$ cat src/rtl/alu_pkg.sv
// Shared types and constants for the ALU issue controller.
`timescale 1ns/1ps
package alu_pkg;

    localparam int ALU_N = 8;

    localparam logic [3:0] CMD_MUL_INC = 4'd9;
    localparam logic [3:0] CMD_MUL_SHL = 4'd10;

    typedef enum logic [2:0] {
        IDLE,
        BEAT_A,
        GAP,
        BEAT_B,
        WAIT,
        HOLD
    } state_t;

    typedef struct packed {
        logic oflow;
        logic cout;
        logic g;
        logic e;
        logic l;
        logic err;
    } flags_t;

    function automatic logic is_mul(input logic mode, input logic [3:0] cmd);
        return mode && (cmd == CMD_MUL_INC || cmd == CMD_MUL_SHL);
    endfunction

endpackage

$ cat src/rtl/alu_issue_ctrl_if.sv
// Request, ALU-drive and response signals of the issue controller.
`timescale 1ns/1ps
interface alu_issue_ctrl_if #(
    parameter int N = 8
);
    logic           req_valid;
    logic           req_ready;
    logic           req_mode;
    logic [3:0]     req_cmd;
    logic [N-1:0]   req_opa;
    logic [N-1:0]   req_opb;
    logic           req_cin;
    logic           req_split;

    logic [1:0]     alu_inp_valid;
    logic           alu_mode;
    logic [3:0]     alu_cmd;
    logic [N-1:0]   alu_opa;
    logic [N-1:0]   alu_opb;
    logic           alu_cin;
    logic [2*N-1:0] alu_res;
    logic           alu_oflow;
    logic           alu_cout;
    logic           alu_g;
    logic           alu_e;
    logic           alu_l;
    logic           alu_err;

    logic           rsp_valid;
    logic           rsp_ready;
    logic [2*N-1:0] rsp_res;
    logic [5:0]     rsp_flags;

    // environment side: issues requests, models the ALU, consumes responses
    modport master (
        output req_valid, req_mode, req_cmd, req_opa, req_opb, req_cin, req_split,
        input  req_ready,
        input  alu_inp_valid, alu_mode, alu_cmd, alu_opa, alu_opb, alu_cin,
        output alu_res, alu_oflow, alu_cout, alu_g, alu_e, alu_l, alu_err,
        input  rsp_valid, rsp_res, rsp_flags,
        output rsp_ready
    );

    modport slave (
        input  req_valid, req_mode, req_cmd, req_opa, req_opb, req_cin, req_split,
        output req_ready,
        output alu_inp_valid, alu_mode, alu_cmd, alu_opa, alu_opb, alu_cin,
        input  alu_res, alu_oflow, alu_cout, alu_g, alu_e, alu_l, alu_err,
        output rsp_valid, rsp_res, rsp_flags,
        input  rsp_ready
    );

endinterface

$ cat src/rtl/alu_lat_counter.sv
// Loadable down-counter with clock enable and zero flag; saturates at zero.
`timescale 1ns/1ps
module alu_lat_counter #(
    parameter int W = 4
)(
    input  logic         clk,
    input  logic         rst,
    input  logic         ce,
    input  logic         load,
    input  logic [W-1:0] load_val,
    input  logic         dec,
    output logic         zero
);

    logic [W-1:0] count;

    always_ff @(posedge clk or posedge rst) begin
        if (rst) begin
            count <= '0;
        end else if (ce) begin
            if (load) begin
                count <= load_val;
            end else if (dec && count != '0) begin
                count <= count - W'(1);
            end
        end
    end

    assign zero = (count == '0);

endmodule

$ cat src/rtl/alu_issue_ctrl.sv
// Issue stage in front of the ALU: sequences operand beats, waits the
// command latency, then holds the captured result until it is consumed.
//
//   state  | meaning
//   IDLE   | ready for a request
//   BEAT_A | OPA beat of a split op (inp_valid 01)
//   GAP    | idle cycles between split beats
//   BEAT_B | final operand beat (inp_valid 11 or 10)
//   WAIT   | ALU latency countdown
//   HOLD   | response valid, waiting for rsp_ready
`timescale 1ns/1ps
module alu_issue_ctrl
    import alu_pkg::*;
#(
    parameter int N         = ALU_N,
    parameter int LAT_NORM  = 1,
    parameter int LAT_MUL   = 2,
    parameter int SPLIT_GAP = 2
)(
    input  logic CLK,
    input  logic RST,
    input  logic CE,
    alu_issue_ctrl_if.slave bus
);

    // Counter holds the cycles remaining after the current one, so a phase of
    // length L is loaded with L-1 and ends in the cycle the counter reads zero.
    localparam logic [3:0] GAP_LOAD  = (SPLIT_GAP > 0) ? 4'(SPLIT_GAP - 1) : 4'd0;
    localparam logic [3:0] NORM_LOAD = (LAT_NORM > 0)  ? 4'(LAT_NORM - 1)  : 4'd0;
    localparam logic [3:0] MUL_LOAD  = (LAT_MUL > 0)   ? 4'(LAT_MUL - 1)   : 4'd0;

    state_t         state, state_n;
    logic           req_ready_q, req_ready_n;
    logic [1:0]     iv_q, iv_n;
    logic           mode_q, mode_n;
    logic [3:0]     cmd_q, cmd_n;
    logic [N-1:0]   opa_q, opa_n;
    logic [N-1:0]   opb_q, opb_n;
    logic           cin_q, cin_n;
    logic [N-1:0]   op_opb_q, op_opb_n;
    logic           rsp_valid_q, rsp_valid_n;
    logic [2*N-1:0] rsp_res_q, rsp_res_n;
    flags_t         rsp_flags_q, rsp_flags_n;

    logic           cnt_load;
    logic [3:0]     cnt_val;
    logic           cnt_dec;
    logic           cnt_zero;

    alu_lat_counter #(.W(4)) u_cnt (
        .clk      (CLK),
        .rst      (RST),
        .ce       (CE),
        .load     (cnt_load),
        .load_val (cnt_val),
        .dec      (cnt_dec),
        .zero     (cnt_zero)
    );

    always_ff @(posedge CLK or posedge RST) begin
        if (RST) begin
            state       <= IDLE;
            req_ready_q <= 1'b1;
            iv_q        <= 2'b00;
            mode_q      <= 1'b0;
            cmd_q       <= '0;
            opa_q       <= '0;
            opb_q       <= '0;
            cin_q       <= 1'b0;
            op_opb_q    <= '0;
            rsp_valid_q <= 1'b0;
            rsp_res_q   <= '0;
            rsp_flags_q <= '0;
        end else if (CE) begin
            state       <= state_n;
            req_ready_q <= req_ready_n;
            iv_q        <= iv_n;
            mode_q      <= mode_n;
            cmd_q       <= cmd_n;
            opa_q       <= opa_n;
            opb_q       <= opb_n;
            cin_q       <= cin_n;
            op_opb_q    <= op_opb_n;
            rsp_valid_q <= rsp_valid_n;
            rsp_res_q   <= rsp_res_n;
            rsp_flags_q <= rsp_flags_n;
        end
    end

    always_comb begin
        state_n     = state;
        iv_n        = 2'b00;
        mode_n      = mode_q;
        cmd_n       = cmd_q;
        opa_n       = opa_q;
        opb_n       = opb_q;
        cin_n       = cin_q;
        op_opb_n    = op_opb_q;
        rsp_valid_n = rsp_valid_q;
        rsp_res_n   = rsp_res_q;
        rsp_flags_n = rsp_flags_q;
        cnt_load    = 1'b0;
        cnt_val     = '0;
        cnt_dec     = 1'b0;

        case (state)
            IDLE: begin
                if (bus.req_valid) begin
                    mode_n   = bus.req_mode;
                    cmd_n    = bus.req_cmd;
                    opa_n    = bus.req_opa;
                    cin_n    = bus.req_cin;
                    op_opb_n = bus.req_opb;
                    if (bus.req_split) begin
                        state_n = BEAT_A;
                        iv_n    = 2'b01;
                        opb_n   = '0;
                    end else begin
                        state_n = BEAT_B;
                        iv_n    = 2'b11;
                        opb_n   = bus.req_opb;
                    end
                end
            end
            BEAT_A: begin
                if (SPLIT_GAP == 0) begin
                    state_n = BEAT_B;
                    iv_n    = 2'b10;
                    opb_n   = op_opb_q;
                end else begin
                    state_n  = GAP;
                    cnt_load = 1'b1;
                    cnt_val  = GAP_LOAD;
                end
            end
            GAP: begin
                if (cnt_zero) begin
                    state_n = BEAT_B;
                    iv_n    = 2'b10;
                    opb_n   = op_opb_q;
                end else begin
                    cnt_dec = 1'b1;
                end
            end
            BEAT_B: begin
                state_n  = WAIT;
                cnt_load = 1'b1;
                cnt_val  = is_mul(mode_q, cmd_q) ? MUL_LOAD : NORM_LOAD;
            end
            WAIT: begin
                if (cnt_zero) begin
                    state_n     = HOLD;
                    rsp_valid_n = 1'b1;
                    rsp_res_n   = bus.alu_res;
                    rsp_flags_n = {bus.alu_oflow, bus.alu_cout, bus.alu_g,
                                   bus.alu_e, bus.alu_l, bus.alu_err};
                end else begin
                    cnt_dec = 1'b1;
                end
            end
            HOLD: begin
                if (bus.rsp_ready) begin
                    state_n     = IDLE;
                    rsp_valid_n = 1'b0;
                end
            end
            default: state_n = IDLE;
        endcase

        req_ready_n = (state_n == IDLE);
    end

    assign bus.req_ready     = req_ready_q;
    assign bus.alu_inp_valid = iv_q;
    assign bus.alu_mode      = mode_q;
    assign bus.alu_cmd       = cmd_q;
    assign bus.alu_opa       = opa_q;
    assign bus.alu_opb       = opb_q;
    assign bus.alu_cin       = cin_q;
    assign bus.rsp_valid     = rsp_valid_q;
    assign bus.rsp_res       = rsp_res_q;
    assign bus.rsp_flags     = rsp_flags_q;

endmodule

$ cat src/flat_wrapper.sv
// flat-port wrapper written by rule: the top's interface ports become plain ports
module alu_issue_ctrl_flat import alu_pkg::*;
#(
    parameter int N         = ALU_N,
    parameter int LAT_NORM  = 1,
    parameter int LAT_MUL   = 2,
    parameter int SPLIT_GAP = 2
)
  (CLK, RST, CE, bus_req_valid, bus_req_mode, bus_req_cmd, bus_req_opa, bus_req_opb, bus_req_cin, bus_req_split, bus_req_ready, bus_alu_inp_valid, bus_alu_mode, bus_alu_cmd, bus_alu_opa, bus_alu_opb, bus_alu_cin, bus_alu_res, bus_alu_oflow, bus_alu_cout, bus_alu_g, bus_alu_e, bus_alu_l, bus_alu_err, bus_rsp_valid, bus_rsp_res, bus_rsp_flags, bus_rsp_ready);
  alu_issue_ctrl_if #(.N(N)) bus_i ();
  input  logic CLK;
  input  logic RST;
  input  logic CE;
  input wire logic [$bits(bus_i.req_valid)-1:0] bus_req_valid;
  input wire logic [$bits(bus_i.req_mode)-1:0] bus_req_mode;
  input wire logic [$bits(bus_i.req_cmd)-1:0] bus_req_cmd;
  input wire logic [$bits(bus_i.req_opa)-1:0] bus_req_opa;
  input wire logic [$bits(bus_i.req_opb)-1:0] bus_req_opb;
  input wire logic [$bits(bus_i.req_cin)-1:0] bus_req_cin;
  input wire logic [$bits(bus_i.req_split)-1:0] bus_req_split;
  output wire logic [$bits(bus_i.req_ready)-1:0] bus_req_ready;
  output wire logic [$bits(bus_i.alu_inp_valid)-1:0] bus_alu_inp_valid;
  output wire logic [$bits(bus_i.alu_mode)-1:0] bus_alu_mode;
  output wire logic [$bits(bus_i.alu_cmd)-1:0] bus_alu_cmd;
  output wire logic [$bits(bus_i.alu_opa)-1:0] bus_alu_opa;
  output wire logic [$bits(bus_i.alu_opb)-1:0] bus_alu_opb;
  output wire logic [$bits(bus_i.alu_cin)-1:0] bus_alu_cin;
  input wire logic [$bits(bus_i.alu_res)-1:0] bus_alu_res;
  input wire logic [$bits(bus_i.alu_oflow)-1:0] bus_alu_oflow;
  input wire logic [$bits(bus_i.alu_cout)-1:0] bus_alu_cout;
  input wire logic [$bits(bus_i.alu_g)-1:0] bus_alu_g;
  input wire logic [$bits(bus_i.alu_e)-1:0] bus_alu_e;
  input wire logic [$bits(bus_i.alu_l)-1:0] bus_alu_l;
  input wire logic [$bits(bus_i.alu_err)-1:0] bus_alu_err;
  output wire logic [$bits(bus_i.rsp_valid)-1:0] bus_rsp_valid;
  output wire logic [$bits(bus_i.rsp_res)-1:0] bus_rsp_res;
  output wire logic [$bits(bus_i.rsp_flags)-1:0] bus_rsp_flags;
  input wire logic [$bits(bus_i.rsp_ready)-1:0] bus_rsp_ready;
  assign bus_i.req_valid = bus_req_valid;
  assign bus_i.req_mode = bus_req_mode;
  assign bus_i.req_cmd = bus_req_cmd;
  assign bus_i.req_opa = bus_req_opa;
  assign bus_i.req_opb = bus_req_opb;
  assign bus_i.req_cin = bus_req_cin;
  assign bus_i.req_split = bus_req_split;
  assign bus_req_ready = bus_i.req_ready;
  assign bus_alu_inp_valid = bus_i.alu_inp_valid;
  assign bus_alu_mode = bus_i.alu_mode;
  assign bus_alu_cmd = bus_i.alu_cmd;
  assign bus_alu_opa = bus_i.alu_opa;
  assign bus_alu_opb = bus_i.alu_opb;
  assign bus_alu_cin = bus_i.alu_cin;
  assign bus_i.alu_res = bus_alu_res;
  assign bus_i.alu_oflow = bus_alu_oflow;
  assign bus_i.alu_cout = bus_alu_cout;
  assign bus_i.alu_g = bus_alu_g;
  assign bus_i.alu_e = bus_alu_e;
  assign bus_i.alu_l = bus_alu_l;
  assign bus_i.alu_err = bus_alu_err;
  assign bus_rsp_valid = bus_i.rsp_valid;
  assign bus_rsp_res = bus_i.rsp_res;
  assign bus_rsp_flags = bus_i.rsp_flags;
  assign bus_i.rsp_ready = bus_rsp_ready;
  alu_issue_ctrl #(.N(N), .LAT_NORM(LAT_NORM), .LAT_MUL(LAT_MUL), .SPLIT_GAP(SPLIT_GAP)) u_core (.CLK(CLK), .RST(RST), .CE(CE), .bus(bus_i));
endmodule
$ cat config.mk
export PLATFORM = sky130hd
export DESIGN_NAME = alu_issue_ctrl_flat
export DESIGN_NICKNAME = d
export VERILOG_FILES = /design/src/rtl/alu_pkg.sv /design/src/rtl/alu_issue_ctrl_if.sv /design/src/rtl/alu_lat_counter.sv /design/src/rtl/alu_issue_ctrl.sv /design/src/flat_wrapper.sv
export SDC_FILE = /design/constraint.sdc
export NUM_CORES = 1
export LEC_CHECK = 0
export CAP_MARGIN = 40
export CORE_MARGIN = 3
export CORE_UTILIZATION = 49
export CTS_CLUSTER_DIAMETER = 40
export DETAILED_ROUTE_END_ITERATION = 10
export GPL_TIMING_DRIVEN = 0
export PLACE_DENSITY = 0.9
export SLEW_MARGIN = 15
export SYNTH_ARGS = -nofsm -noshare
export SYNTH_HDL_FRONTEND = slang
export SYNTH_SLANG_ARGS = --single-unit
$ cat constraint.sdc
create_clock -name CLK -period 3.6 [get_ports CLK]
set_input_delay 0.72 -clock CLK [delete_from_list [all_inputs] [get_ports CLK]]
set_output_delay 0.72 -clock CLK [all_outputs]
set_load 0.05 [all_outputs]
==> results of run 1 <==
-- flip-flops by register name (all words and copies together), names as in the netlist, 2 cells and up --
signal	count
u_core.bus.alu_opa	8
u_core.bus.rsp_flags	6
u_core.op_opb_q	8
u_core.bus.alu_opb	8
u_core.bus.alu_cmd	4
u_core.bus.alu_inp_valid	2
u_core.state	3
u_core.bus.rsp_res	16
u_core.u_cnt.count	4
-- layout make-up --
type,count,area [sq um],share of cell area (%)
clock buffers,12,165,3.93
plain buffers,10,80.1,1.91
well taps,72,90.1,2.14
multi-input cells,124,1250,29.7
flip-flops and latches,63,1580,37.6
repair buffers,98,998,23.8
clock inverters,1,5.00,0.119
inverters,9,36.3,0.864
-- power breakdown --
part	internal, mW	switching [mW]	leakage, nW
clock network	0.294	0.251	0.0902
logic	0.982	1.30	1.05
registers	1.02	0.186	0.796
total	2.30	1.74	1.93
-- how the worst max path moves through the flow --
| stage | from | end | slack [ns] |
|---|---|---|---|
| floorplan | RST | u_core.bus.alu_cin$_DFFE_PP0P_ | 1.31 |
| global placement | RST | u_core.bus.alu_opa[1]$_DFFE_PP0P_ | 0.23 |
| detailed placement | CE | u_core.bus.rsp_res[12]$_DFFE_PP0P_ | 0.95 |
| CTS | u_core.bus.req_ready$_DFFE_PP1P_ | bus_req_ready | 1.20 |
| global route | CE | u_core.bus.rsp_res[8]$_DFFE_PP0P_ | 1.16 |
| finish | u_core.bus.req_ready$_DFFE_PP1P_ | bus_req_ready | 1.22 |
-- logic make-up after synthesis --
kind of cell / after synthesis / synth area share, %
DFF: 63 / 53.7
and+or+nand+nor: 36 / 7.75
AOI/OAI and AO/OA: 23 / 5.53
xor gates and xnor gates: 3 / 0.894
muxes: 61 / 27.8
buffers and inverters: 19 / 3.87
adders and majority gates: 1 / 0.426
-- per-stage QoR --
step	instance area, sq um	utilization [%]
global placement	4000	70.9
detailed placement	4030	71.4
global route	4200	74.5
finish	4200	74.5
floorplan	2940	-
CTS	4200	74.5
-- synth_stat cells (2+ instances only) --
| cell type | instances |
|---|---|
| xor2_1 | 2 |
| nand2_1 | 4 |
| nor2b_1 | 11 |
| buf_6 | 5 |
| nor3_1 | 2 |
| a21oi_1 | 6 |
| o31ai_1 | 2 |
| nor2_1 | 3 |
| inv_1 | 9 |
| buf_2 | 4 |
| mux2_2 | 26 |
| nand2b_1 | 2 |
| nand4_1 | 3 |
| dfrtp_1 | 62 |
| o21ai_0 | 3 |
| mux2_4 | 35 |
-- layer usage --
metal / GRT usage, % / vias to the layer above
met2: 28.4 / 74
met1: 23.9 / 983
li1: - / 954
met4: 8.04 / 0
met5: 0 / -
met3: 5.85 / 10
==> metrics.log, run 1 <==
INFO  metric path_buf_inv = 1
INFO  metric yosysUniqueCellTypes = 43
INFO  metric worst_ep_required_time = 2.88 ns
INFO  metric clk_transition_reported_paths = ~0.060 ns
INFO  metric area_delta_synth_final = 42.9%
INFO  metric initialDrtViolationCount = 66
INFO  metric crit_path_cell_trace = clkdlybuf4s50_1
INFO  metric routed-wl-met2 = 2910 um
INFO  metric slowest_delay = 0.80 ns
INFO  metric top_layer_used = met4
INFO  metric avg_synthesized_cell_area = approximately 14 sq um
INFO  metric number_of_antenna_violations_at_the_first_check_in_global_routing = 0
INFO  metric yosysTopAreaCell = dfrtp_1
INFO  metric synth.yosys.seq_area_share = between 50% and 60%
INFO  metric synth_top_area_share = a little over half
INFO  metric max_clock_freq = 420 MHz
INFO  metric worstHoldStart = u_core.bus.rsp_res[13]$_DFFE_PP0P_
INFO  metric post_route_cells_drive_above_1_share = 28.7%
INFO  metric ys_ff_latch = 63
INFO  metric path_class = reg2out
INFO  metric detailroute.via_count = 2021
INFO  metric worst-r2r-setup-slack = 1.57 ns
INFO  metric cts_repair_resizes = 0
INFO  metric clock_latency = between 0.3 and 0.4 ns
INFO  metric ctsHoldBuffers = 0
INFO  metric met3WireLength = 441 um
INFO  metric hold_path_end = u_core.bus.rsp_res[13]$_DFFE_PP0P_
INFO  metric cp.depth = 1
INFO  metric worstHoldPathType = reg2reg
INFO  metric wl = 6120 um
INFO  metric period_share = 66.1%
INFO  metric min_path_cells = 1
INFO  metric finalHoldWorstSlack = 0.504 ns
INFO  metric synthesis.area = 2940 sq um
INFO  metric asyncSetResetFlopFracSynth = 100%
INFO  metric grt_setup_unrepaired = false
INFO  metric cts_tree = built
INFO  metric routedWlPerCell = 15.7 um
INFO  metric layout_common_cells = clkdlybuf4s50_1, dfrtp_1, mux2_4, mux2_2, clkbuf_8
INFO  metric skew = 0.0104 ns
INFO  metric synth-main-ff-cell = dfrtp_1
INFO  metric cp-start-kind = flop
INFO  metric finalCriticalPeriod = 2.38 ns
INFO  metric stdcell_count = 389
INFO  metric critical_r2r_capture = u_core.bus.rsp_res[8]$_DFFE_PP0P_
INFO  metric floorplan.die_area = 6960 sq um
INFO  metric remaining_drc_errors = 0
INFO  metric setup_viol = 0
INFO  metric reg2regPathDepth = 6
INFO  metric critical_path_arrival = 1.66 ns
INFO  metric worst_slack = 1.22 ns
INFO  metric slowest_stage = clkdlybuf4s50_1
INFO  metric die_w = 83.4 um
INFO  metric setup_tns = 0 ns
INFO  metric grt_usage = a little under a fifth
INFO  metric max_transition_margin = between 50% and 60%
INFO  metric grt_pass1_wl = 10300 um
INFO  metric htree_levels = 3
INFO  metric max_cap_viol_count = 0
INFO  metric synthesis.instances = about 210
INFO  metric antenna_left = 0
INFO  metric dr.pass1.iters = 4
INFO  metric synthTopCellsByArea = dfrtp_1, mux2_4, mux2_2
INFO  metric syn_nets = 257
INFO  metric core-area = 5640 sq um
INFO  metric max-vdd-ir-drop = 671 uV
INFO  metric n_antenna_cell = 0
INFO  metric die_ht = around 83 um
INFO  metric cts_max_path_buffers = 2
INFO  metric power.leakage = 1.93 nW
INFO  metric yosysWarningCount = 0
INFO  metric rows = 27
INFO  metric finalNetCount = 366
INFO  metric p_total = 4.03 mW
INFO  metric detailedPlacementHpwl = 4340 um
INFO  metric slew_viols_final = 0
INFO  metric endpoint_kind = output port
INFO  metric cts_buffers = 9
INFO  metric clock_tree.root_cell = clkbuf_8
INFO  metric detail_route.vias_per_cell = 5.20
INFO  metric status = finished, final reports clean
INFO  metric grt.overflow.total = 0
INFO  metric clock_sink_count = 63
INFO  metric reg2reg_from = u_core.u_cnt.count[0]$_DFFE_PP0P_
INFO  metric gp_congestion = 0.872
INFO  metric fillCellCount = 358
INFO  metric synth_edf_count = 0
INFO  metric postCtsSetupRepairBufs = 0
INFO  metric p_per_area = 960 nW/um^2
INFO  metric io-pin-count = 98
INFO  metric port-buffer-count = 97
INFO  metric final_common_cell = clkdlybuf4s50_1
INFO  metric worst_pin_slew = roughly 0.67 ns
INFO  metric cp_max_fo = 2
INFO  metric first_global_vias = 2072
INFO  metric count_of_placed_standard_cells_including_taps = 376
INFO  metric wl_met1 = 2670 um
INFO  metric cp_top_family = buffers and inverters
INFO  metric final_hold_viol_count = 0
INFO  metric floorplan.initialDensity = a little over half
INFO  metric largest_net_degree_at_the_start_of_global_routing = 64
INFO  metric post_place_setup_slack = 0.948 ns
Note: power is estimated with default switching activity, not from simulation.
==> run 2: changes to the inputs <==
--- a/config.mk
+++ b/config.mk
@@ -7,11 +7,11 @@
 export LEC_CHECK = 0
 export CAP_MARGIN = 40
 export CORE_MARGIN = 3
-export CORE_UTILIZATION = 49
+export CORE_UTILIZATION = 41
 export CTS_CLUSTER_DIAMETER = 40
 export DETAILED_ROUTE_END_ITERATION = 10
 export GPL_TIMING_DRIVEN = 0
-export PLACE_DENSITY = 0.9
+export PLACE_DENSITY = 0.81
 export SLEW_MARGIN = 15
 export SYNTH_ARGS = -nofsm -noshare
 export SYNTH_HDL_FRONTEND = slang
==> constraint.sdc (replaced) <==
create_clock -name CLK -period 2.01 [get_ports CLK]
set_input_delay 0.402 -clock CLK [delete_from_list [all_inputs] [get_ports CLK]]
set_output_delay 0.402 -clock CLK [all_outputs]
set_load 0.05 [all_outputs]
==> run 2 against run 1 <==
Net effect:
- clock skew decreased by 0.0034 ns
- utilization decreased by 13 points
- highest routed layer unchanged
- critical path depth unchanged
- global-route usage decreased by 2.4 points
- final area increased by 1.2%
- sequential power increased by 79%
- largest power group unchanged
- die area increased by 18%
- power increased by 79%
- worst hold slack got worse by 0.13 ns
- first-iteration DRC count decreased by 15%
- largest cell class unchanged
==> metrics.log, run 2 (synthesized netlist as in run 1, its figures left out) <==
INFO  metric grt_usage = ~16%
INFO  metric gp_congestion = 0.866
INFO  metric antenna_left = 0
INFO  metric grt_setup_unrepaired = false
INFO  metric slowest_delay = 0.84 ns
INFO  metric clock_sink_count = 63
INFO  metric post_route_cells_drive_above_1_share = slightly below 30%
INFO  metric detailedPlacementHpwl = 4430 um
INFO  metric n_antenna_cell = 0
INFO  metric clock_tree.root_cell = clkbuf_8
INFO  metric die_w = 90.7 um
INFO  metric htree_levels = 3
INFO  metric die_ht = 90.7 um
INFO  metric max_transition_margin = 64.5%
INFO  metric worst_ep_required_time = approximately 1.6 ns
INFO  metric core-area = 6870 sq um
INFO  metric cp_max_fo = 3
INFO  metric p_per_area = between 1500 and 2000 nW/um^2
INFO  metric power.share.sequential = 30.0%
INFO  metric port-buffer-count = just under 100
INFO  metric endpoint_kind = output port
INFO  metric routedWlPerCell = about 15 um
INFO  metric grt.overflow.total = 0
INFO  metric worstHoldPathType = in2async
INFO  metric grt_pass1_wl = ~11000 um
INFO  metric io-pin-count = 98
INFO  metric slowest_stage = clkdlybuf4s50_1
INFO  metric cts_max_path_buffers = 2
INFO  metric crit_path_cell_trace = clkdlybuf4s50_1
INFO  metric wl = 6160 um
INFO  metric largest_register_ff_count = 16
INFO  metric skew = 0.00699 ns
INFO  metric cts_tree = built
INFO  metric power.switching = ~3.1 mW
INFO  metric cell_internal_pwr = just over 4 mW
INFO  metric path_buf_inv = 1
INFO  metric area_delta_synth_final = 44.7%
INFO  metric count_of_placed_standard_cells_including_taps = 400
INFO  metric clock_latency = 0.33 ns
INFO  metric status = finished, final reports clean
INFO  metric reg2regPathDepth = 5
INFO  metric finish.utilization = 61.9%
INFO  metric final_common_cell = clkdlybuf4s50_1
INFO  metric ctsHoldBuffers = 0
INFO  metric floorplan.initialDensity = 42.8%
INFO  metric finalCriticalPeriod = 1.94 ns
INFO  metric worst_pin_slew = 0.531 ns
INFO  metric critical_path_arrival = 1.53 ns
INFO  metric remaining_drc_errors = 0
INFO  metric rows = 30
INFO  metric cp.depth = 1
INFO  metric largest_net_degree_at_the_start_of_global_routing = 46
INFO  metric power.leakage = around 2.0 nW
INFO  metric floorplan.die_area = 8220 sq um
INFO  metric path_class = reg2out
INFO  metric first_global_vias = 2171
INFO  metric slew_viols_final = 0
INFO  metric cp-start-kind = flop
INFO  metric clock_power_share = 13.4%
INFO  metric max-vdd-ir-drop = 878 uV
INFO  metric power.switching_fraction = 43.0%
INFO  metric number_of_antenna_violations_at_the_first_check_in_global_routing = 0
INFO  metric period_share = 96.4%
INFO  metric finalNetCount = 367
INFO  metric power.combinational.fraction = 56.6%
INFO  metric initialDrtViolationCount = 56
INFO  metric stdcell_count = 414
INFO  metric dr.pass1.iters = 4
INFO  metric clk_transition_reported_paths = ~0.06 ns
INFO  metric detailroute.via_count = 2037
INFO  metric setup_tns = 0 ns
INFO  metric setup_viol = 0
INFO  metric max_clock_freq = 516 MHz
INFO  metric cp_top_family = buffers and inverters
INFO  metric layout_common_cells = clkdlybuf4s50_1, dfrtp_1, mux2_4, mux2_2, clkbuf_8
INFO  metric detail_route.vias_per_cell = 4.92
INFO  metric max_cap_viol_count = 0
INFO  metric cts_buffers = 9
INFO  metric final_hold_viol_count = 0
==> run 2: cell types whose count changed in the layout (fill, tap and decap cells not counted), sizes merged <==
cell and change:
clkdlybuf4s50 -2, dlymetal6s2s +1, dlygate4sd2 +1, buf +1
==> run 2: worst paths after layout <==
check	from	to	slack, ns
hold / removal	RST	u_core.bus.rsp_res[5]$_DFFE_PP0P_	0.37
setup reg to reg	u_core.u_cnt.count[0]$_DFFE_PP0P_	u_core.bus.req_ready$_DFFE_PP1P_	0.09
max in group asynchronous	RST	u_core.bus.req_ready$_DFFE_PP1P_	1.08
setup / recovery	u_core.bus.alu_cmd[3]$_DFFE_PP0P_	bus_alu_cmd[3]	0.07
min in group CLK	u_core.bus.rsp_res[5]$_DFFE_PP0P_	u_core.bus.rsp_res[5]$_DFFE_PP0P_	0.50
hold reg to reg	u_core.bus.rsp_res[5]$_DFFE_PP0P_	u_core.bus.rsp_res[5]$_DFFE_PP0P_	0.50
==> run 2: through the flow <==
step | hold slack, ns | cell area (sq um) | setup WS [ns] | power [mW]
final | 0.372 | 4250 | 0.0731 | 7.22
after global routing | 0.371 | 4250 | 0.00717 | 7.62
after CTS | 0.367 | 4240 | 0.0152 | 7.28
after detailed placement | 0.485 | 4060 | -0.311 | 6.27
after global placement | 0.483 | 4030 | -1.05 | 6.18
after floorplan | 0.482 | 2940 | 0.0399 | 5.03
==> run 2: layout make-up <==
class	instances	area [sq um]
Buffer	10	80.1
Fill cell	552	2620
Multi-Input combinational cell	124	1260
Timing Repair Buffer	99	1010
Clock inverter	1	5.00
Inverter	9	36.3
Sequential cell	63	1580
Clock buffer	12	165
Tap cell	96	120
==> run 2: metal layers <==
metal / share of wire, % / wire, um / vias to the layer above / track usage (%)
met5: 0 / 0 / - / 0
met4: 1.8 / 108 / 0 / 5.61
met3: 7.7 / 474 / 11 / 6.25
met2: 48 / 2950 / 77 / 24.3
met1: 43 / 2630 / 1000 / 20.7
li1: - / - / 949 / -
==> run 2: power groups by stage <==
stage          combinational (mW)  clock, mW  sequential (mW)
2_1_floorplan                1.44          0             3.60
6_report                     4.09      0.968             2.16
3_5_place_dp                 4.10          0             2.18
3_3_place_gp                 4.03          0             2.15
5_1_grt                      4.30       1.07             2.24
4_1_cts                      4.12      0.999             2.16
==> run 2: timing repair <==
action                     CTS  global route
setup endpoints to repair   24            20
gates resized for setup      2             2
pin swaps                    1             0
setup buffers                1             0
==> run 3: changes to the inputs <==
--- a/config.mk
+++ b/config.mk
@@ -6,7 +6,6 @@
 export NUM_CORES = 1
 export LEC_CHECK = 0
 export CAP_MARGIN = 40
-export CORE_MARGIN = 3
 export CORE_UTILIZATION = 41
 export CTS_CLUSTER_DIAMETER = 40
 export DETAILED_ROUTE_END_ITERATION = 10
==> run 3 against run 2 <==
Net effect:
- flip-flop and latch count unchanged
- count of clock-buffer cells in the layout down 3
- cell count up 0.97%
- non-clock buffer count up 1
- register-to-register slack better by 0.02 ns
- final area up 0.91%
- sequential power about the same
- critical path depth unchanged
- die area down 8.6%
- highest routed layer unchanged
- fmax down 0.73%
==> metrics.log, run 3 (synthesized netlist as in run 1, its figures left out) <==
INFO  metric status = finished, final reports clean
INFO  metric largest_net_degree_at_the_start_of_global_routing = 46
INFO  metric cts_tree = built
INFO  metric detailedPlacementHpwl = 4210 um
INFO  metric die_w = 86.7 um
INFO  metric endpoint_kind = output port
INFO  metric skew = 0.0123 ns
INFO  metric final_common_cell = clkdlybuf4s50_1
INFO  metric clock_latency = 0.34 ns
INFO  metric p_per_area = 1710 nW/um^2
INFO  metric post_route_cells_drive_above_1_share = 30.4%
INFO  metric cts_buffers = 9
INFO  metric clock_tree.root_cell = clkbuf_8
INFO  metric detailroute.via_count = 2032
INFO  metric path_buf_inv = 1
INFO  metric number_of_antenna_violations_at_the_first_check_in_global_routing = 0
INFO  metric max-vdd-ir-drop = 958 uV
INFO  metric power.leakage = between 1.5 and 2 nW
INFO  metric routedWlPerCell = about 14 um
INFO  metric cp-start-kind = flop
INFO  metric grt_pass1_wl = 9460 um
INFO  metric core-area = 6870 sq um
INFO  metric period_share = 97.1%
INFO  metric antenna_left = 0
INFO  metric cp_top_family = buffers and inverters
INFO  metric max_clock_freq = 513 MHz
INFO  metric finalNetCount = 368
INFO  metric largest_register_ff_count = 16
INFO  metric max_cap_viol_count = 0
INFO  metric worst_ep_required_time = around 1.6 ns
INFO  metric htree_levels = 3
INFO  metric n_antenna_cell = 0
INFO  metric grt.overflow.total = 0
INFO  metric finalCriticalPeriod = 1.95 ns
INFO  metric max_transition_margin = between 60% and 70%
INFO  metric worst_pin_slew = 0.521 ns
INFO  metric dr.pass1.iters = 4
INFO  metric fin_area = 4290 sq um
INFO  metric fillCellCount = 532
INFO  metric grt_setup_unrepaired = false
INFO  metric setup_tns = 0 ns
INFO  metric port-buffer-count = 97
INFO  metric setup_viol = 0
INFO  metric crit_path_cell_trace = clkdlybuf4s50_1
INFO  metric slew_viols_final = 0
INFO  metric path_class = reg2out
INFO  metric clock_sink_count = 63
INFO  metric slowest_delay = about 0.81 ns
INFO  metric floorplan.initialDensity = 42.8%
INFO  metric rows = 30
INFO  metric io-pin-count = 98
INFO  metric initialDrtViolationCount = 45
INFO  metric area_of_the_multi_input_gates = 1260 sq um
INFO  metric final_hold_viol_count = 0
INFO  metric first_global_vias = 2030
INFO  metric worstHoldPathType = in2async
INFO  metric critical_path_arrival = 1.55 ns
INFO  metric layout_common_cells = clkdlybuf4s50_1, dfrtp_1, mux2_4, mux2_2, nor2b_1
INFO  metric wl = 5890 um
INFO  metric grt_usage = 16.7%
INFO  metric ctsHoldBuffers = 0
INFO  metric gp_congestion = 0.868
INFO  metric detail_route.vias_per_cell = 4.86
INFO  metric slowest_stage = clkdlybuf4s50_1
INFO  metric placed_cell_area = 4060 sq um
INFO  metric clk_transition_reported_paths = 0.08 ns
INFO  metric die_ht = 86.7 um
INFO  metric cts_max_path_buffers = 2
INFO  metric regArea = 1580 sq um
INFO  metric area_delta_synth_final = 46.0%
INFO  metric floorplan.die_area = 7510 sq um
INFO  metric cp_max_fo = 3
INFO  metric remaining_drc_errors = 0
[run 3: cell types whose count changed in the layout (fill, tap and decap cells not counted), sizes merged]
cell and change:
clkbuf -2, clkinv +2, clkinvlp +2, bufinv +1, inv +1
[run 3: metal layers]
layer  up-vias  track usage, %  share of wire, %
li1        958               -                 -
met1       997            20.4                45
met2        69            26.7                48
met3         8            4.95               5.8
met4         0            8.64               1.4
met5         -               0                 0
[run 3: metrics by stage]
| step | total power, mW | std cells | worst slack [ns] | hold slack, ns | utilization [%] |
|---|---|---|---|---|---|
| 2_1_floorplan | 5.03 | 206 | 0.0399 | 0.482 | - |
| 3_3_place_gp | 6.18 | 399 | -1.10 | 0.482 | 58.7 |
| 3_5_place_dp | 6.26 | 400 | -0.303 | 0.491 | 59.1 |
| 4_1_cts | 7.38 | 416 | 0.0188 | 0.352 | 61.9 |
| 5_1_grt | 7.70 | 418 | 0.000811 | 0.373 | 62.5 |
| 6_report | 7.34 | 418 | 0.0588 | 0.367 | 62.5 |
[run 3: report_power, final]
group	total [mW]	internal, mW	switching [mW]
Clock	1.09	0.574	0.513
Combinational	4.09	1.77	2.33
Sequential	2.16	1.83	0.331
[run 3: timing repair]
item / in CTS / in global routing
pin swaps: 0 / 1
endpoints found under the setup margin: 1 / 30
buffers inserted: 0 / 2
gates resized for setup: 1 / 5
[run 3: area by class of cell]
type | count | share of cell area (%)
clock inverters | 7 | 1.69
multi-input cells | 124 | 29.4
plain buffers | 10 | 1.92
repair buffers | 100 | 23.7
inverters | 9 | 0.846
flip-flops and latches | 63 | 36.8
clock buffers | 9 | 2.89
well taps | 96 | 2.80
[run 3: worst paths after layout]
check                                                        startpoint                                 endpoint  slack (ns)  cells after the start
worst max-delay path                    u_core.bus.alu_mode$_DFFE_PP0P_                             bus_alu_mode        0.06                      1
worst min-delay path                                                RST       u_core.bus.rsp_res[14]$_DFFE_PP0P_        0.37                      2
worst max register to register        u_core.u_cnt.count[0]$_DFFE_PP0P_         u_core.bus.req_ready$_DFFE_PP1P_        0.11                      5
worst min register to register  u_core.bus.alu_inp_valid[1]$_DFFE_PP0P_  u_core.bus.alu_inp_valid[1]$_DFFE_PP0P_        0.50                      1
max in group asynchronous                                           RST         u_core.bus.req_ready$_DFFE_PP1P_        1.08                      3
min in group CLK                u_core.bus.alu_inp_valid[1]$_DFFE_PP0P_  u_core.bus.alu_inp_valid[1]$_DFFE_PP0P_        0.50                      1
==> variant 1: new RTL, settings of run 3 <==
Re-encode `state_t` (6 states) as one-hot, 6 bits wide.
--- a/src/rtl/alu_pkg.sv
+++ b/src/rtl/alu_pkg.sv
@@ -9,9 +9,9 @@
 
-    typedef enum logic [2:0] {
-        IDLE,
-        BEAT_A,
-        GAP,
-        BEAT_B,
-        WAIT,
-        HOLD
+    typedef enum logic [5:0] {
+        IDLE   = 6'b000001,
+        BEAT_A = 6'b000010,
+        GAP    = 6'b000100,
+        BEAT_B = 6'b001000,
+        WAIT   = 6'b010000,
+        HOLD   = 6'b100000
     } state_t;
Function: same outputs for any inputs over 10 cycles, from zero or initial values and one cycle with RST high; not proved beyond that.
==> variant 1 against run 3 <==
The flow now finishes with violations (negative setup slack); final area up 11%; non-clock buffer count is 22 higher; sequential cell count grew 3; final cell count is 12% higher; routed wire length is 41% higher; worst setup slack got worse by 0.077 ns; synthesized area grew 1.5%; clock skew fell by 0.0058 ns; power is 13% lower; critical endpoint is now u_core.u_cnt.count[2]; largest cell class unchanged; largest power group unchanged.
==> variant 1: results (changes against run 3) <==
### Setup path
• sky130_fd_sc_hd__or4_4 — master of the slowest instance on the critical path
• 5 — crit path max fanout, +2
• 2.30 ns — WP data arrival, +0.75 ns

### Final layout
• 420 — nets@finish, +14%
• 0.369 — fraction of layout instances using a drive strength above 1, +0.0649

### Route
• 165 — iteration-0 DRC count of the detailed router, +270%
• 8320 µm — Routed Wire Length, +41%
• 5.37 — per-cell via count in the routed design, +10%

### Global route
• 0.216 — Global Route Usage Sum, +0.0494
• 2496 — via count of the first global-routing pass, +23%
• 28 — largest net degree at the start of global routing, -39%
• 12400 µm — wire length of the first global-routing pass, +31%

### STA
• -0.0186 ns — setup slack after layout, -0.0774 ns
• 1 — number of setup violations in the final report, +1

### Power
• 0.927 mV — Max VDD drop, -3.2%
• 2.01 nW — leakage power of the design, +2.1%

### Status
• complete, but fails checks — result of the run
• negative setup slack — violations in the final reports

### Place
• 4190 µm² — instance area at placement, +3.2%
• -0.337 ns — worst slack after detailed placement, -0.0337 ns
• 0.842 — placer congestion estimate, -2.9%

### Hold path
• in -> reg — Hold WC Path Type

### Synthesis
• 42 — number of library cell types mapped by synthesis, -2.3%
• 0.555 — sequential cell area fraction in the yosys report, +0.0177
• sky130_fd_sc_hd__dfrtp_1 (54%), sky130_fd_sc_hd__mux2_2 (20%), sky130_fd_sc_hd__a31o_2 (2.6%) — largest cells by area after synthesis

variant 1: changes by cell type after synthesis, moves of 8 or more:
cell and delta:
sky130_fd_sc_hd__a31o_2 +8, sky130_fd_sc_hd__nor3_1 +9, sky130_fd_sc_hd__mux2_4 -35, sky130_fd_sc_hd__mux2_2 +26
sky130_fd_sc_hd__inv_1 +9, sky130_fd_sc_hd__nor2b_1 -9
variant 1: kinds of logic after synthesis:
family,Yosys count,synth area share
compound gates,33,0.0868
xor+xnor,4,0.0117
fa+ha+maj,1,0.00419
buf+inv,32,0.0440
flops,66,0.555
mux,52,0.196
simple gates,51,0.102
variant 1: where the power goes:
group          internal (mW)  switching, mW  total, mW
registers               1.78          0.292       2.07
clock network          0.583          0.480       1.06
logic                   1.36           1.90       3.26
total                   3.72           2.67       6.39
variant 1: area by class of cell:
| cell class | instances | area, µm² |
|---|---|---|
| well taps | 96 | 120 |
| plain buffers | 10 | 78.8 |
| flip-flops and latches | 66 | 1660 |
| clock buffers | 10 | 138 |
| inverters | 19 | 75.1 |
| fillers | 492 | 2140 |
| multi-input cells | 141 | 1420 |
| clock inverters | 3 | 42.5 |
| repair buffers | 122 | 1230 |
variant 1: metal layers:
layer  share of wire  track usage  vias to the layer above
met1            0.40        0.259                     1257
met5               0            0                        -
met3           0.068       0.0569                       23
met2            0.51        0.369                      111
met4           0.021       0.0894                        0
li1                -            -                     1117
variant 1: path summary, 6_finish.rpt:
path                                         end  slack, ns  cells after the start
min                              u_core.state[5]       0.38                      3
min reg2reg                 u_core.bus.rsp_valid       0.49                      1
max                        u_core.u_cnt.count[2]      -0.02                      7
max reg2reg                u_core.u_cnt.count[2]      -0.02                      7
min in group asynchronous  u_core.bus.alu_opa[1]       0.40                      2
max in group asynchronous        u_core.state[0]       1.10                      3
variant 1: stage by stage:
stage | setup TNS [ns] | power, mW
final | -0.0186 | 6.39
after global routing | -0.308 | 6.66
after CTS | -0.0110 | 6.12
after detailed placement | -12.69 | 4.89
after global placement | -10.82 | 4.81
after floorplan | -0.671 | 3.94
variant 1: repair_timing:
| item | CTS | global route |
|---|---|---|
| hold buffers | 0 | 0 |
| gates cloned | 1 | 1 |
| endpoints found under the setup margin | 55 | 53 |
| buffers inserted | 12 | 10 |
| pin swaps | 10 | 9 |
| gates resized for setup | 16 | 43 |
variant 1: worst register-to-register path: stages (launching register included):
cell                      delay (ns)
sky130_fd_sc_hd__dfrtp_1        0.37
sky130_fd_sc_hd__inv_1          0.09
sky130_fd_sc_hd__ha_4           0.17
sky130_fd_sc_hd__nor3b_4        0.16
sky130_fd_sc_hd__buf_6          0.14
sky130_fd_sc_hd__or4_4          0.52
sky130_fd_sc_hd__or3_1          0.40
sky130_fd_sc_hd__a21oi_2        0.12
==> variant 2: new RTL, settings of run 3 <==
Without the edit above. The package constant `ALU_N` goes from 8 to 12.
--- a/src/rtl/alu_pkg.sv
+++ b/src/rtl/alu_pkg.sv
@@ -4,3 +4,3 @@
 
-    localparam int ALU_N = 8;
+    localparam int ALU_N = 12;
 
Ports: changed (6 resized); port bits go from 98 to 130. The function was not compared with the original's and may differ.
==> variant 2 against run 3 <==
Combinational power grew 16%; hold slack gained 0.034 ns; worst setup slack gained 0.0031 ns; routed wire length grew 31%; synthesized area grew 21%; global-route usage grew 0.95 points; sequential cell count grew 20; final area grew 22%; power grew 19%.
==> variant 2: results (changes against run 3) <==
### Status
• complete, no violations — result of the run

### Place
• 5820 µm — post-detailed-placement half-perimeter wirelength, +38%
• -0.140 ns — worst slack after detailed placement, +0.164 ns
• 129 — Port-buffer cells, +33%
• 0.845 — placer congestion estimate, -2.7%
• 5020 µm² — instance area at placement, +24%
• 511 — Inst Count DP, +28%

### Route
• 14.7 µm — per-cell routed wire length, +4.0%
• 5.02 — per-cell via count in the routed design, +3.2%
• 49 — iteration-0 DRC count of the detailed router, +8.9%

### Setup path
• u_core.bus.rsp_res[18] — terminus of the critical flop-to-flop path
• 7 — R2R depth, +2
• 0.83 ns — highest cell delay on the worst timing path, +0.02 ns

### STA
• 0.401 ns — WHS, +0.0340 ns
• 0.640 — Max-Slew Margin vs Limit, -0.0117
• 0.0130 ns — post-route clock skew, +0.000652 ns

### Synthesis
• 12.9 µm² — Avg Synthesized Cell Area, -9.5%
• 342 — number of nets in the synthesized netlist, +33%
• 0.585 — sequential cell area fraction in the yosys report, +0.0487
• 40 — number of library cell types mapped by synthesis, -7.0%
• sky130_fd_sc_hd__dfrtp_1 (58%), sky130_fd_sc_hd__mux2_2 (18%), sky130_fd_sc_hd__nor3b_1 (2.5%) — largest cells by area after synthesis
• sky130_fd_sc_hd__dfrtp_1 (82), sky130_fd_sc_hd__mux2_2 (57), sky130_fd_sc_hd__nand2_1 (19), sky130_fd_sc_hd__o21ai_0 (17), sky130_fd_sc_hd__a21oi_1 (14) — leading cell types by count after synthesis

### Global route
• 0.176 — Global Route Usage Sum, +0.00946
• 36 — largest net degree at the start of global routing, -22%

### Power
• 2.28 nW — leakage power of the design, +16%
• 1.03 mV — Max VDD drop, +7.8%

### Clock network
• 2 — number of gates resized after cts, +1

### Final layout
• 24 — Largest register FFs, +8
• 0.232 — fraction of layout instances using a drive strength above 1, -0.0721
• 527 — final non-filler cell total, +26%

-- variant 2: routing by layer --
layer	wire (µm)	vias to the layer above	share of wire	track usage
li1	-	1258	-	-
met1	3310	1253	0.43	0.219
met2	3570	117	0.46	0.284
met3	673	15	0.087	0.0494
met4	175	0	0.023	0.0833
met5	0	-	0	0
-- variant 2: cell families after synthesis --
logic type / Yosys count / share of synthesized area
buffers and inverters: 25 / 0.0377
and+or+nand+nor: 55 / 0.0941
xor gates and xnor gates: 2 / 0.00494
muxes: 60 / 0.190
AOI/OAI and AO/OA: 49 / 0.0839
DFF: 83 / 0.585
adders and majority gates: 1 / 0.00352
-- variant 2: where the power goes --
part	leakage, nW	switching, mW	internal [mW]
Combinational	1.13	2.93	1.83
Clock	0.104	0.614	0.583
Sequential	1.05	0.415	2.39
Total	2.28	3.96	4.81
-- variant 2: how the worst max path moves through the flow --
stage,startpoint,endpoint,slack [ns],depth (start not counted)
floorplan,u_core.u_cnt.count[0],u_core.bus.rsp_flags[4],0.29,7
finish,u_core.bus.alu_cmd[2],bus_alu_cmd[2],0.06,1
global placement,RST,u_core.bus.alu_opa[9],-0.28,2
global route,u_core.bus.alu_opb[7],bus_alu_opb[7],0.0007,1
detailed placement,CE,u_core.bus.alu_opa[8],-0.14,5
CTS,u_core.bus.alu_cmd[0],bus_alu_cmd[0],0.002,1
-- variant 2: area by class of cell --
class | instances | area (µm²) | share of cell area
plain buffers | 15 | 97.6 | 0.0186
clock buffers | 9 | 124 | 0.0237
clock inverters | 7 | 75.1 | 0.0143
inverters | 10 | 41.3 | 0.00789
multi-input cells | 167 | 1350 | 0.258
flip-flops and latches | 83 | 2080 | 0.397
well taps | 105 | 131 | 0.0251
repair buffers | 131 | 1340 | 0.256
